===== src/rtl/axis_demux.sv =====
// axis_demux: 1:2 AXI4-Stream router with registered outputs and a skid buffer; `define AXIS_DEMUX_PACKET_EN for per-packet route locking
module axis_demux #(
  parameter int DATA_WIDTH = 32
) (
  input  logic                  clk,
  input  logic                  resetn,
  input  logic                  s0_tvalid,
  output logic                  s0_tready,
  input  logic [DATA_WIDTH-1:0] s0_tdata,
  input  logic                  s0_tlast,
  input  logic                  select_in,
  output logic                  m0_tvalid,
  input  logic                  m0_tready,
  output logic [DATA_WIDTH-1:0] m0_tdata,
  output logic                  m0_tlast,
  output logic                  m1_tvalid,
  input  logic                  m1_tready,
  output logic [DATA_WIDTH-1:0] m1_tdata,
  output logic                  m1_tlast
);
  logic                  out_valid, out_last, out_sel;
  logic                  skid_valid, skid_last, skid_sel;
  logic [DATA_WIDTH-1:0] out_data, skid_data;
  logic                  accept, pop, load_out, skid_load, skid_valid_nxt, beat_sel;
  assign accept         = s0_tvalid & s0_tready;
  assign pop            = out_valid & (out_sel ? m1_tready : m0_tready);
  assign load_out       = !out_valid | pop;
  assign skid_load      = accept & (!load_out | skid_valid);
  assign skid_valid_nxt = load_out ? (skid_valid & accept) : (skid_valid | accept);
  assign m0_tvalid      = out_valid & ~out_sel;
  assign m1_tvalid      = out_valid & out_sel;
  assign m0_tdata       = out_data;
  assign m1_tdata       = out_data;
  assign m0_tlast       = out_last;
  assign m1_tlast       = out_last;
`ifdef AXIS_DEMUX_PACKET_EN
  typedef enum logic {IDLE, IN_PKT} state_t;
  state_t state;
  logic   held_sel;
  assign beat_sel = (state == IN_PKT) ? held_sel : select_in;
  // Lock the route on the first beat of a packet and release it on tlast
  always_ff @(posedge clk or negedge resetn)
    if (!resetn) begin
      state    <= IDLE;
      held_sel <= 1'b0;
    end else if (accept) begin
      if (state == IDLE) held_sel <= select_in;
      state <= s0_tlast ? IDLE : IN_PKT;
    end
`else
  assign beat_sel = select_in;
`endif
  // Occupancy and registered ready; ready drops whenever the skid slot holds a beat
  always_ff @(posedge clk or negedge resetn)
    if (!resetn) begin
      out_valid  <= 1'b0;
      skid_valid <= 1'b0;
      s0_tready  <= 1'b0;
    end else begin
      if (load_out) out_valid <= skid_valid | accept;
      skid_valid <= skid_valid_nxt;
      s0_tready  <= !skid_valid_nxt;
    end
  // Payload and route of each beat travel with it; skid drains ahead of new input to keep order
  always_ff @(posedge clk) begin
    if (load_out) begin
      out_data <= skid_valid ? skid_data : s0_tdata;
      out_last <= skid_valid ? skid_last : s0_tlast;
      out_sel  <= skid_valid ? skid_sel  : beat_sel;
    end
    if (skid_load) begin
      skid_data <= s0_tdata;
      skid_last <= s0_tlast;
      skid_sel  <= beat_sel;
    end
  end
endmodule


===== config.mk =====
export PLATFORM = sky130hd
export DESIGN_NAME = axis_demux
export DESIGN_NICKNAME = d
export VERILOG_FILES = /design/src/rtl/axis_demux.sv
export SDC_FILE = /design/constraint.sdc
export NUM_CORES = 1
export LEC_CHECK = 0
export ABC_CLOCK_PERIOD_IN_PS = 3000
export BUFFER_PORTS_ARGS = -buffer_cell sky130_fd_sc_hd__buf_2
export CAP_MARGIN = 10
export CORE_UTILIZATION = 49
export DETAILED_ROUTE_END_ITERATION = 6
export PLACE_DENSITY = 0.8
export RECOVER_POWER = 100
export SYNTH_ARGS = -nofsm -noshare
export SYNTH_HDL_FRONTEND = slang
export SYNTH_SLANG_ARGS = --single-unit

===== constraint.sdc =====
create_clock -name clk -period 3 [get_ports clk]
set_input_delay 0.6 -clock clk [delete_from_list [all_inputs] [get_ports clk]]
set_output_delay 0.6 -clock clk [all_outputs]
set_load 0.05 [all_outputs]

==> impl_metrics.toml <==
[outcome]
status = "complete, no violations"

[grt]
grt_pass1_wl_um = 6800
grt_max_degree = 36
grt_pass1_vias = 1357
grt_overflow_total = 0
grt_usage_pct = 15.4
antenna_found_initial = 0

[routing]
postRouteAntennaNets = 0
dr.pass1.iters = 4
drc_errors = 0
wl_per_cell_um = 14.4
drt-total-wl_um = 4480
vias = 1496
viasPerCell = 4.79
drtIter0Drc = 105

[synthesis]
yosys-top-cells-area = "edfxtp_1 (71%), mux2_2 (13%), buf_4 (8.6%)"
netlist_instances = 153
syn_nets = 192
synth_warnings = 0
synth.top_cell.area_share_pct = 71.2
synth_top_area_cell = "edfxtp_1"
ys_types = 14
ys_seq_elements = 71
postSynthAreaPerCell_um2 = 18.7
ys_seq_area_share_pct = 73.8
synth_area_um2 = 2870

[final_layout]
final_cell_mix = "clkbuf_1 (87), edfxtp_1 (68), mux2_2 (32)"
drive_gt1_share_pct = 30.0
syn_to_final_growth_pct = 14.3
n_antenna_cell = 0
mostFrequentLayoutCell = "clkbuf_1"
fillers = 498
nets = 276

[clocking]
clockBufferDepth = 2
hold_buffers = 0
htree_levels = 3
cts-root-buf = "clkbuf_8"
post-cts-setup-buffer-count = 0
ctsResizeCount = 0
cts.clk_slew.worst_paths_ps = 70
numCtsBuffers = 9
tritoncts = "yes"
cts.sinks = 71
clk-insertion-delay-late_ps = 320

[die]
fp.dieW_um = 78.5
rows = 27
chipHeight_um = 78.5
initial_core_util_pct = 51.4
core_area_um2 = 5570
ios = 108
die-area_um2 = 6160

[critical_path]
start_kind = "register"
crit_type = "register to output port"
required_ps = 2400
worstPathMaxFanout = 3
cp.arrival_ps = 1450
end_kind = "output port"

[timing]
finalCriticalPeriod_ps = 2050
hold_viol = 0
setup_viol = 0
min_period_over_period_pct = 68.2
timing.setup.tns_ps = 0
slew_viol_final = 0
finClkSkew_ps = 4.35
rsz0062_at_grt = "false"
relSlewSlack_pct = 42.3
max_slew.worst_pin.slew_ps = 865
fmax_mhz = 489

[placement]
gp_congestion = 0.654
dp_hpwl_um = 3030
port-buffer-count = 107

[flow_run]
maxCapViolations = 0

[min_path]
hold_path_class = "input port to async pin"
## final timing paths
| path | from | endpoint | slack [ps] | cells past startpoint |
|---|---|---|---|---|
| min in group clk | s0_tdata[25] | skid_data[25] | 460 | 1 |
| hold / removal | resetn | s0_tready | 80 | 1 |
| setup reg to reg | out_sel | m0_tdata[15] | 1050 | 3 |
| hold reg to reg | skid_data[9] | m0_tdata[9] | 550 | 1 |
| setup / recovery | out_sel | m0_tvalid | 950 | 2 |
| max in group asynchronous | resetn | out_valid | 2760 | 1 |
## synth_stat cells
library cell,number
a21o_1,1
a21oi_1,2
a41oi_1,1
and2_2,1
and2b_2,1
buf_4,33
buf_6,4
dfrtp_1,3
edfxtp_1,68
mux2_2,32
mux2_4,2
mux2i_1,1
nand2_1,3
nor2_1,1
## registers in the layout, indices dropped and copies added, names as in the netlist
signal	count
m0_tdata	32
out_valid	1
m0_tlast	1
skid_last	1
skid_sel	1
out_sel	1
s0_tready	1
skid_data	32
skid_valid	1
## per-layer routing
metal,share of wire [%],GRT usage [%],vias to the layer above
met5,0,0,-
met4,2.1,10.4,0
met3,6.3,3.84,10
met2,46,22.4,70
met1,46,20.4,710
li1,-,-,706
## cell families after synthesis
kind of cell	after synthesis	share of synthesized area (%)
DFF	71	73.8
buffers and inverters	37	10.2
muxes	35	14.0
and+or+nand+nor	6	1.09
AOI/OAI and AO/OA	4	0.916
## cell type report
class | count | area, µm² | area share (%)
tap | 72 | 90.1 | 2.75
multi-input combinational | 45 | 465 | 14.2
clock inverter | 3 | 12.5 | 0.382
sequential | 71 | 2120 | 64.6
clock buffer | 11 | 131 | 4.01
timing repair buffer | 110 | 462 | 14.1
## critical path, cell delays in order, from the launching register on
cell and delay (ps):
edfxtp_1 440, and2b_2 230, clkbuf_1 450
## metrics by stage
step | hold slack (ps) | setup WS (ps) | util, % | std cells | instance area, µm²
after floorplan | 304 | 222 | - | 153 | 2870
after global placement | 397 | 880 | 58.2 | 298 | 3240
after detailed placement | 402 | 776 | 58.2 | 298 | 3240
after CTS | 38.9 | 985 | 60.8 | 312 | 3390
after global routing | 69.2 | 879 | 58.8 | 312 | 3280
final | 78.4 | 955 | 58.8 | 312 | 3280
Power is not shown: default switching activity piles up to over one toggle a cycle in this logic, so the estimate is an artifact.
